--- src/rtl/bank_link_master_pkg.sv ---
// -----------------------------------------------------------------------------
// bank_link_master_pkg
// Shared constants and sizing helpers for the bank-link host initiator.
//   CMD_WR_BIT / CMD_BURST_BIT : flag positions inside the command byte
//   MAX_ADDR_W                 : widest bank address the command byte can carry
//   fun_sizeof_byte            : number of bytes needed to hold a bit width
//   fun_limit                  : clamp a value into [lo, hi]
// -----------------------------------------------------------------------------
package bank_link_master_pkg;

    localparam int CMD_WR_BIT    = 7;
    localparam int CMD_BURST_BIT = 6;
    localparam int MAX_ADDR_W    = 6;

    function automatic int fun_sizeof_byte(input int bits);
        return (bits + 7) / 8;
    endfunction

    function automatic int fun_limit(input int lo, input int val, input int hi);
        if (val < lo) return lo;
        if (val > hi) return hi;
        return val;
    endfunction

endpackage

--- src/rtl/bank_link_master_if.sv ---
// -----------------------------------------------------------------------------
// bank_link_master_if
// Bundles the request, write-data, read-data, status and UART FIFO signals of
// the bank-link initiator.
//   master : view of the initiator itself
//   slave  : view of the local controller plus the UART TX/RX FIFO pair
// -----------------------------------------------------------------------------
interface bank_link_master_if #(
    parameter int DATA_WIDTH = 16,
    parameter int ADDR_WIDTH = 3
);
    logic                  i_req_valid;
    logic                  o_req_rdy;
    logic                  i_req_wr;
    logic                  i_req_burst;
    logic [ADDR_WIDTH-1:0] i_req_addr;
    logic [DATA_WIDTH-1:0] i_wdata;
    logic                  i_wdata_valid;
    logic                  o_wdata_rd;
    logic [DATA_WIDTH-1:0] o_rdata;
    logic                  o_rdata_valid;
    logic                  o_done;
    logic                  o_err;
    logic [7:0]            o_tx_data;
    logic                  o_tx_wr;
    logic                  i_tx_rdy;
    logic [7:0]            i_rx_data;
    logic                  i_rx_valid;
    logic                  o_rx_rd;

    modport master (
        input  i_req_valid, i_req_wr, i_req_burst, i_req_addr,
        input  i_wdata, i_wdata_valid, i_tx_rdy, i_rx_data, i_rx_valid,
        output o_req_rdy, o_wdata_rd, o_rdata, o_rdata_valid, o_done, o_err,
        output o_tx_data, o_tx_wr, o_rx_rd
    );

    modport slave (
        output i_req_valid, i_req_wr, i_req_burst, i_req_addr,
        output i_wdata, i_wdata_valid, i_tx_rdy, i_rx_data, i_rx_valid,
        input  o_req_rdy, o_wdata_rd, o_rdata, o_rdata_valid, o_done, o_err,
        input  o_tx_data, o_tx_wr, o_rx_rd
    );
endinterface

--- src/rtl/bank_link_shifter.sv ---
// -----------------------------------------------------------------------------
// bank_link_shifter
// NB-byte shift register shared by the TX and RX directions, MSB byte first.
//   load/load_data : parallel load, byte counter set to NB-1
//   shift_out      : shift left one byte (top_byte is the byte being sent)
//   shift_in       : shift left one byte, in_byte enters at the bottom
//   rearm          : set byte counter to NB-1 without touching the data
//   data/top_byte  : register contents / current most significant byte
//   last           : byte counter is zero (current byte is the final one)
// -----------------------------------------------------------------------------
module bank_link_shifter #(
    parameter int NB = 2
) (
    input  logic            clk,
    input  logic            rst,
    input  logic            load,
    input  logic [NB*8-1:0] load_data,
    input  logic            shift_out,
    input  logic            shift_in,
    input  logic [7:0]      in_byte,
    input  logic            rearm,
    output logic [NB*8-1:0] data,
    output logic [7:0]      top_byte,
    output logic            last
);
    localparam int W  = NB * 8;
    localparam int CW = (NB > 1) ? $clog2(NB) : 1;
    localparam logic [CW-1:0] CNT_INIT = CW'(NB - 1);

    logic [W-1:0]  sreg;
    logic [CW-1:0] cnt;

    always_ff @(posedge clk or posedge rst) begin
        if (rst) begin
            sreg <= '0;
            cnt  <= '0;
        end else if (load) begin
            sreg <= load_data;
            cnt  <= CNT_INIT;
        end else begin
            if (shift_out)
                sreg <= sreg << 8;
            else if (shift_in)
                sreg <= (sreg << 8) | W'(in_byte);
            // rearm wins over the decrement so a command-byte push can
            // prepare the counter for the first returned word
            if (rearm)
                cnt <= CNT_INIT;
            else if ((shift_out || shift_in) && cnt != '0)
                cnt <= cnt - 1'b1;
        end
    end

    assign data     = sreg;
    assign top_byte = sreg[W-1 -: 8];
    assign last     = (cnt == '0);

endmodule

--- src/rtl/bank_link_master.sv ---
// -----------------------------------------------------------------------------
// bank_link_master
// Host-side initiator of the byte-oriented bank-access protocol. Turns a
// word-level read/write request into a command byte plus data bytes toward a
// UART TX FIFO and reassembles returned RX bytes into words.
//   i_clk, i_arst : clock, asynchronous active-high reset
//   bus (master)  : request, write data, read data, done/err and UART FIFO
//                   signals (see bank_link_master_if)
// -----------------------------------------------------------------------------
module bank_link_master
    import bank_link_master_pkg::*;
#(
    parameter int BANK_DATA_WIDTH  = 16,
    parameter int BANK_ADDR_WIDTH  = 3,
    parameter int RX_TIMEOUT_WIDTH = 8
) (
    input  logic i_clk,
    input  logic i_arst,
    bank_link_master_if.master bus
);
    localparam int NB = fun_sizeof_byte(BANK_DATA_WIDTH);
    localparam int AW = fun_limit(1, BANK_ADDR_WIDTH, MAX_ADDR_W);
    localparam int SW = NB * 8;

    localparam logic [AW:0] WC_ONE  = (AW+1)'(1);
    localparam logic [AW:0] WC_FULL = WC_ONE << AW;
    localparam logic [RX_TIMEOUT_WIDTH-1:0] TMO_ALL  = '1;
    localparam logic [RX_TIMEOUT_WIDTH-1:0] TMO_LAST = TMO_ALL - 1'b1;

    typedef enum logic [9:0] {
        S_IDLE     = 10'b00_0000_0001,
        S_TX_WAIT  = 10'b00_0000_0010,
        S_TX_PUSH  = 10'b00_0000_0100,
        S_WD_WAIT  = 10'b00_0000_1000,
        S_RX_WAIT  = 10'b00_0001_0000,
        S_RX_POP   = 10'b00_0010_0000,
        S_RDATA    = 10'b00_0100_0000,
        S_WORD_END = 10'b00_1000_0000,
        S_DONE     = 10'b01_0000_0000,
        S_ERR      = 10'b10_0000_0000
    } state_t;

    state_t state_q, state_d;

    logic                        wr_q;
    logic                        cmd_phase_q;  // shift register holds the command byte
    logic [AW:0]                 wc_q;
    logic [RX_TIMEOUT_WIDTH-1:0] tmo_q;
    logic [BANK_DATA_WIDTH-1:0]  rdata_q;

    logic          sh_load, sh_shift_out, sh_shift_in, sh_rearm, sh_last;
    logic [SW-1:0] sh_load_data, sh_data;
    logic [7:0]    sh_top;
    logic [7:0]    cmd_byte;
    logic [AW:0]   wc_init;

    bank_link_shifter #(.NB(NB)) u_shifter (
        .clk       (i_clk),
        .rst       (i_arst),
        .load      (sh_load),
        .load_data (sh_load_data),
        .shift_out (sh_shift_out),
        .shift_in  (sh_shift_in),
        .in_byte   (bus.i_rx_data),
        .rearm     (sh_rearm),
        .data      (sh_data),
        .top_byte  (sh_top),
        .last      (sh_last)
    );

    always_comb begin
        cmd_byte                = 8'(bus.i_req_addr);
        cmd_byte[CMD_WR_BIT]    = bus.i_req_wr;
        cmd_byte[CMD_BURST_BIT] = bus.i_req_burst;
    end

    // a burst runs to the top of the bank, never wrapping
    assign wc_init = bus.i_req_burst ? (WC_FULL - {1'b0, bus.i_req_addr}) : WC_ONE;

    always_ff @(posedge i_clk or posedge i_arst) begin
        if (i_arst) state_q <= S_IDLE;
        else        state_q <= state_d;
    end

    always_ff @(posedge i_clk or posedge i_arst) begin
        if (i_arst) begin
            wr_q        <= 1'b0;
            cmd_phase_q <= 1'b0;
            wc_q        <= '0;
            tmo_q       <= '0;
            rdata_q     <= '0;
        end else begin
            case (state_q)
                S_IDLE: begin
                    tmo_q <= '0;
                    if (bus.i_req_valid) begin
                        wr_q        <= bus.i_req_wr;
                        cmd_phase_q <= 1'b1;
                        wc_q        <= wc_init;
                    end
                end
                S_TX_PUSH:  cmd_phase_q <= 1'b0;
                S_RX_WAIT:  if (!bus.i_rx_valid) tmo_q <= tmo_q + 1'b1;
                S_RX_POP:   tmo_q <= '0;
                S_RDATA:    rdata_q <= sh_data[BANK_DATA_WIDTH-1:0];
                S_WORD_END: wc_q <= wc_q - 1'b1;
                default: ;
            endcase
        end
    end

    always_comb begin
        state_d           = state_q;
        sh_load           = 1'b0;
        sh_load_data      = '0;
        sh_shift_out      = 1'b0;
        sh_shift_in       = 1'b0;
        sh_rearm          = 1'b0;
        bus.o_req_rdy     = 1'b0;
        bus.o_wdata_rd    = 1'b0;
        bus.o_rdata_valid = 1'b0;
        bus.o_done        = 1'b0;
        bus.o_err         = 1'b0;
        bus.o_tx_wr       = 1'b0;
        bus.o_rx_rd       = 1'b0;
        case (state_q)
            S_IDLE: begin
                bus.o_req_rdy = 1'b1;
                if (bus.i_req_valid) begin
                    sh_load      = 1'b1;
                    sh_load_data = SW'(cmd_byte) << (SW - 8);
                    state_d      = S_TX_WAIT;
                end
            end
            S_TX_WAIT: if (bus.i_tx_rdy) state_d = S_TX_PUSH;
            S_TX_PUSH: begin
                bus.o_tx_wr  = 1'b1;
                sh_shift_out = 1'b1;
                if (cmd_phase_q) begin
                    if (wr_q) begin
                        state_d = S_WD_WAIT;
                    end else begin
                        sh_rearm = 1'b1;
                        state_d  = S_RX_WAIT;
                    end
                end else if (!sh_last) begin
                    state_d = S_TX_WAIT;
                end else begin
                    state_d = S_WORD_END;
                end
            end
            S_WD_WAIT: begin
                if (bus.i_wdata_valid) begin
                    bus.o_wdata_rd = 1'b1;
                    sh_load        = 1'b1;
                    sh_load_data   = SW'(bus.i_wdata);
                    state_d        = S_TX_WAIT;
                end
            end
            S_RX_WAIT: begin
                if (bus.i_rx_valid)        state_d = S_RX_POP;
                else if (tmo_q == TMO_LAST) state_d = S_ERR;
            end
            S_RX_POP: begin
                bus.o_rx_rd = 1'b1;
                sh_shift_in = 1'b1;
                state_d     = sh_last ? S_RDATA : S_RX_WAIT;
            end
            S_RDATA: begin
                bus.o_rdata_valid = 1'b1;
                state_d           = S_WORD_END;
            end
            S_WORD_END: begin
                if (wc_q == WC_ONE) begin
                    state_d = S_DONE;
                end else if (wr_q) begin
                    state_d = S_WD_WAIT;
                end else begin
                    sh_rearm = 1'b1;
                    state_d  = S_RX_WAIT;
                end
            end
            S_DONE: begin
                bus.o_done = 1'b1;
                state_d    = S_IDLE;
            end
            S_ERR: begin
                // stale RX bytes stay in the FIFO for the owner to drain
                bus.o_err = 1'b1;
                state_d   = S_IDLE;
            end
            default: state_d = S_IDLE;
        endcase
    end

    // the freshly assembled word is visible during its valid pulse, then held
    assign bus.o_rdata   = (state_q == S_RDATA) ? sh_data[BANK_DATA_WIDTH-1:0] : rdata_q;
    assign bus.o_tx_data = sh_top;

endmodule

--- src/flat_wrapper.sv ---
// flat-port wrapper written by rule: the top's interface ports become plain ports
module bank_link_master_flat import bank_link_master_pkg::*;
#(
    parameter int BANK_DATA_WIDTH  = 16,
    parameter int BANK_ADDR_WIDTH  = 3,
    parameter int RX_TIMEOUT_WIDTH = 8
)
  (i_clk, i_arst, bus_i_req_valid, bus_i_req_wr, bus_i_req_burst, bus_i_req_addr, bus_i_wdata, bus_i_wdata_valid, bus_i_tx_rdy, bus_i_rx_data, bus_i_rx_valid, bus_o_req_rdy, bus_o_wdata_rd, bus_o_rdata, bus_o_rdata_valid, bus_o_done, bus_o_err, bus_o_tx_data, bus_o_tx_wr, bus_o_rx_rd);
  bank_link_master_if bus_i ();
  input  logic i_clk;
  input  logic i_arst;
  input wire logic [$bits(bus_i.i_req_valid)-1:0] bus_i_req_valid;
  input wire logic [$bits(bus_i.i_req_wr)-1:0] bus_i_req_wr;
  input wire logic [$bits(bus_i.i_req_burst)-1:0] bus_i_req_burst;
  input wire logic [$bits(bus_i.i_req_addr)-1:0] bus_i_req_addr;
  input wire logic [$bits(bus_i.i_wdata)-1:0] bus_i_wdata;
  input wire logic [$bits(bus_i.i_wdata_valid)-1:0] bus_i_wdata_valid;
  input wire logic [$bits(bus_i.i_tx_rdy)-1:0] bus_i_tx_rdy;
  input wire logic [$bits(bus_i.i_rx_data)-1:0] bus_i_rx_data;
  input wire logic [$bits(bus_i.i_rx_valid)-1:0] bus_i_rx_valid;
  output wire logic [$bits(bus_i.o_req_rdy)-1:0] bus_o_req_rdy;
  output wire logic [$bits(bus_i.o_wdata_rd)-1:0] bus_o_wdata_rd;
  output wire logic [$bits(bus_i.o_rdata)-1:0] bus_o_rdata;
  output wire logic [$bits(bus_i.o_rdata_valid)-1:0] bus_o_rdata_valid;
  output wire logic [$bits(bus_i.o_done)-1:0] bus_o_done;
  output wire logic [$bits(bus_i.o_err)-1:0] bus_o_err;
  output wire logic [$bits(bus_i.o_tx_data)-1:0] bus_o_tx_data;
  output wire logic [$bits(bus_i.o_tx_wr)-1:0] bus_o_tx_wr;
  output wire logic [$bits(bus_i.o_rx_rd)-1:0] bus_o_rx_rd;
  assign bus_i.i_req_valid = bus_i_req_valid;
  assign bus_i.i_req_wr = bus_i_req_wr;
  assign bus_i.i_req_burst = bus_i_req_burst;
  assign bus_i.i_req_addr = bus_i_req_addr;
  assign bus_i.i_wdata = bus_i_wdata;
  assign bus_i.i_wdata_valid = bus_i_wdata_valid;
  assign bus_i.i_tx_rdy = bus_i_tx_rdy;
  assign bus_i.i_rx_data = bus_i_rx_data;
  assign bus_i.i_rx_valid = bus_i_rx_valid;
  assign bus_o_req_rdy = bus_i.o_req_rdy;
  assign bus_o_wdata_rd = bus_i.o_wdata_rd;
  assign bus_o_rdata = bus_i.o_rdata;
  assign bus_o_rdata_valid = bus_i.o_rdata_valid;
  assign bus_o_done = bus_i.o_done;
  assign bus_o_err = bus_i.o_err;
  assign bus_o_tx_data = bus_i.o_tx_data;
  assign bus_o_tx_wr = bus_i.o_tx_wr;
  assign bus_o_rx_rd = bus_i.o_rx_rd;
  bank_link_master #(.BANK_DATA_WIDTH(BANK_DATA_WIDTH), .BANK_ADDR_WIDTH(BANK_ADDR_WIDTH), .RX_TIMEOUT_WIDTH(RX_TIMEOUT_WIDTH)) u_core (.i_clk(i_clk), .i_arst(i_arst), .bus(bus_i));
endmodule
--- config.mk ---
export PLATFORM = sky130hd
export DESIGN_NAME = bank_link_master_flat
export DESIGN_NICKNAME = d
export VERILOG_FILES = /design/src/rtl/bank_link_master_pkg.sv /design/src/rtl/bank_link_master_if.sv /design/src/rtl/bank_link_shifter.sv /design/src/rtl/bank_link_master.sv /design/src/flat_wrapper.sv
export SDC_FILE = /design/constraint.sdc
export NUM_CORES = 1
export LEC_CHECK = 0
export BUFFER_PORTS_ARGS = -buffer_cell sky130_fd_sc_hd__buf_2
export CORE_MARGIN = 1.5
export CORE_UTILIZATION = 59
export DETAILED_ROUTE_END_ITERATION = 8
export GPL_ROUTABILITY_DRIVEN = 0
export PLACE_DENSITY = 0.9
export SLEW_MARGIN = 0
export SYNTH_ARGS = -nofsm -noshare
export SYNTH_HDL_FRONTEND = slang
export SYNTH_HIERARCHICAL = 1
export SYNTH_SLANG_ARGS = --single-unit
--- constraint.sdc ---
create_clock -name i_clk -period 4.15 [get_ports i_clk]
set_clock_uncertainty 0.1 [all_clocks]
set_input_delay 0.83 -clock i_clk [delete_from_list [all_inputs] [get_ports i_clk]]
set_output_delay 0.83 -clock i_clk [all_outputs]
set_load 0.005 [all_outputs]
==> metrics.txt <==
FF+latch count, synth 57; Worst Hold Path EP u_core/rdata_q[3]; Cell Area, Synth 3280 um^2; R2R setup slack 0.81 ns; Routed Antenna Nets 0; Internal 1.10 mW; clock slew at reported path FFs 0.06 ns; synth warn 6; Ant. Diodes 0; Setup TNS 0 ns; clock sink total 57; DIE AREA 6020 um^2; Rel. slew slack 41.8%; DR DRC count 0; combinational fraction of design power 31.8%; status finished clean; sequential share of power between 40% and 50%; Post-Synthesis Cells around 340; initial antenna violation count 0; die width 77.6 um; crit path max fanout 18; ys flop type dfrtp_1; # resized after CTS 0; I/O pin count 66; Skew-Pair Late Insertion Delay 0.34 ns; gr usage total 29.3%; minimum period implied by the final worst setup slack between 3 and 4 ns; RSZ-0062 raised after global routing false; layout net count roughly 430; cells along the critical path or4_1 > nor3_1 > and3_1 > buf_2; Hold Violations, Final 0; first-iteration detailed-routing DRC count 343; Clock Tree Buf Depth 2; CTS HTree Levels 3; most frequent cells in the layout buf_2 (65), dfrtp_1 (56), nand2_1 (28); critical path class flop to output pin; r2r startpoint u_core/state_q[7]; Syn Area/Cell ~9.7 um^2; reg-to-reg endpoint u_core/u_shifter/data[7]; Initial Utilization 62.7%; layout cells sized above 1 27.5%; # setup viols final 0; FILL cells 379; Worst setup EP type output pin; Slowest Stage Delay on Critical Path roughly 0.67 ns; Leak 1.81 nW; vias 3003; Post-synth EDFFs 0; most common cell after layout, fill and taps aside buf_2; Worst Tran Pin Value 0.865 ns; hold buffer count at cts 0; max-slew violations 0; number of setup buffers added after CTS 0; Power Density 472 nW/um^2; first-pass GRT wire length 13700 um; vias per cell 6.44; worst hold path class flop to flop; grt total ovfl 0; Finished Layout Cells approximately 470; Avg WL per Cell 18.1 um; register area 1430 um^2; synth unique cells 58; WP buf/inv 1; post-detail-place hpwl 5880 um; cell family with most CP delay simple AND/OR/NAND/NOR gates; sequential area share after synthesis 43.5%; largest net degree at the start of global routing 41; Placed Cells 450; period utilisation layout 84.6%; vias in the first global route 2906; peak supply drop 0.000293 V; post-synthesis async set-or-reset flop share 100%; CTS tree built; core footprint 5240 um^2; Switching Share about two fifths; WP data arrival 2.58 ns; Pre-Repair DR Iteration Count 5; Area Overhead vs Synth 14.6%; hold path cells 1; Mapped Nets 378; final WL 8440 um; clock network power share between 20% and 30%; Startpoint Class flop; root buf cell clkbuf_8; Critical Path RT 3.22 ns; Max Freq 0.285 GHz; TritonCTS buffer count 9; number of port buffers 65; worst hold start u_core/rdata_q[3]; multi-input logic area about 1600 um^2; P_sw 0.676 mW; Max-cap violations 0; Row Count 26; worst r2r path cells 6; Slowest cell on crit path or4_1; die height between 70 and 80 um
-- cell type report --
| class | instances | area share, % |
|---|---|---|
| inverter | 23 | 2.30 |
| sequential | 57 | 38.0 |
| tap | 70 | 2.33 |
| multi-input combinational | 229 | 42.9 |
| timing repair buffer | 71 | 9.85 |
| clock inverter | 3 | 0.399 |
| clock buffer | 13 | 4.22 |
-- metrics by stage --
stage	hold slack [ns]	power (mW)	setup slack [ns]	area [um^2]	utilization (%)
6_report	0.392	1.78	0.637	3760	71.8
5_1_grt	0.407	1.87	0.553	3760	71.8
4_1_cts	0.394	1.76	0.669	3760	71.8
3_5_place_dp	0.379	1.29	0.931	3590	68.5
3_3_place_gp	0.370	1.26	1.17	3590	68.5
2_1_floorplan	0.359	1.16	1.06	3280	-
-- metal layers --
metal	routed length, um	track usage (%)	vias up
li1	-	-	1351
met2	4100	46.5	179
met1	3460	36.6	1441
met4	258	14.9	0
met3	627	8.12	32
met5	0	0	-
-- Yosys cell counts, types with 5 or more instances --
library cell  instances  area, um^2
mux2i_1              11         110
clkbuf_1             15        56.3
nor3_1                6        30.0
nand2_1              28         105
a21oi_1               8        40.0
and2_1               14        87.6
nand4_1               5        31.3
nor4_1                8        50.1
ha_1                  5        62.6
o21ai_0              25         125
nand2b_1              6        37.5
inv_1                23        86.3
a22o_1                5        43.8
o311ai_0              7        61.3
or4b_1                8        80.1
nor2_1                9        33.8
buf_4                 8        60.1
or4_1                 7        52.6
mux2_2               16         180
dfrtp_1              56        1400
-- registers in the layout, indices dropped and copies added (netlist names) --
| name | cells |
|---|---|
| u_core/u_shifter/cnt | 1 |
| u_core/u_shifter/data | 16 |
| u_core/wr_q | 1 |
| u_core/state_q | 10 |
| u_core/wc_q | 4 |
| u_core/rdata_q | 16 |
| u_core/cmd_phase_q | 1 |
| u_core/tmo_q | 8 |
-- power groups by stage --
stage / combinational, mW / sequential [mW] / clock, mW
2_1_floorplan: 0.473 / 0.684 / 0
3_3_place_gp: 0.516 / 0.743 / 0
3_5_place_dp: 0.542 / 0.749 / 0
4_1_cts: 0.550 / 0.738 / 0.469
5_1_grt: 0.615 / 0.755 / 0.500
6_report: 0.565 / 0.743 / 0.467
-- worst register-to-register path: stages, from the launching register on --
cell and delay (ns):
dfrtp_1 0.44, or4_1 0.67, nor3_1 0.34, and3_1 0.58
or2_2 0.57, or2_1 0.33, o21ai_0 0.17
-- cell families after synthesis --
group,count (synthesis),share of synthesized area [%]
xor+xnor,2,0.534
flops,57,43.5
mux,27,8.84
buf+inv,52,7.47
compound gates,71,14.8
simple gates,124,23.0
fa+ha+maj,5,1.91
-- how the worst max path moves through the flow --
stage / from / cells after the start / to / slack [ns]
detailed placement: u_core/state_q[7] / 6 / u_core/u_shifter/data[7] / 0.93
global route: u_core/state_q[7] / 4 / bus_o_wdata_rd / 0.55
finish: u_core/state_q[7] / 4 / bus_o_wdata_rd / 0.64
global placement: u_core/state_q[7] / 6 / u_core/u_shifter/data[5] / 1.17
CTS: u_core/state_q[7] / 4 / bus_o_wdata_rd / 0.67
floorplan: u_core/state_q[3] / 3 / bus_o_tx_wr / 1.06
No activity file was read; power rests on OpenSTA's default activity.
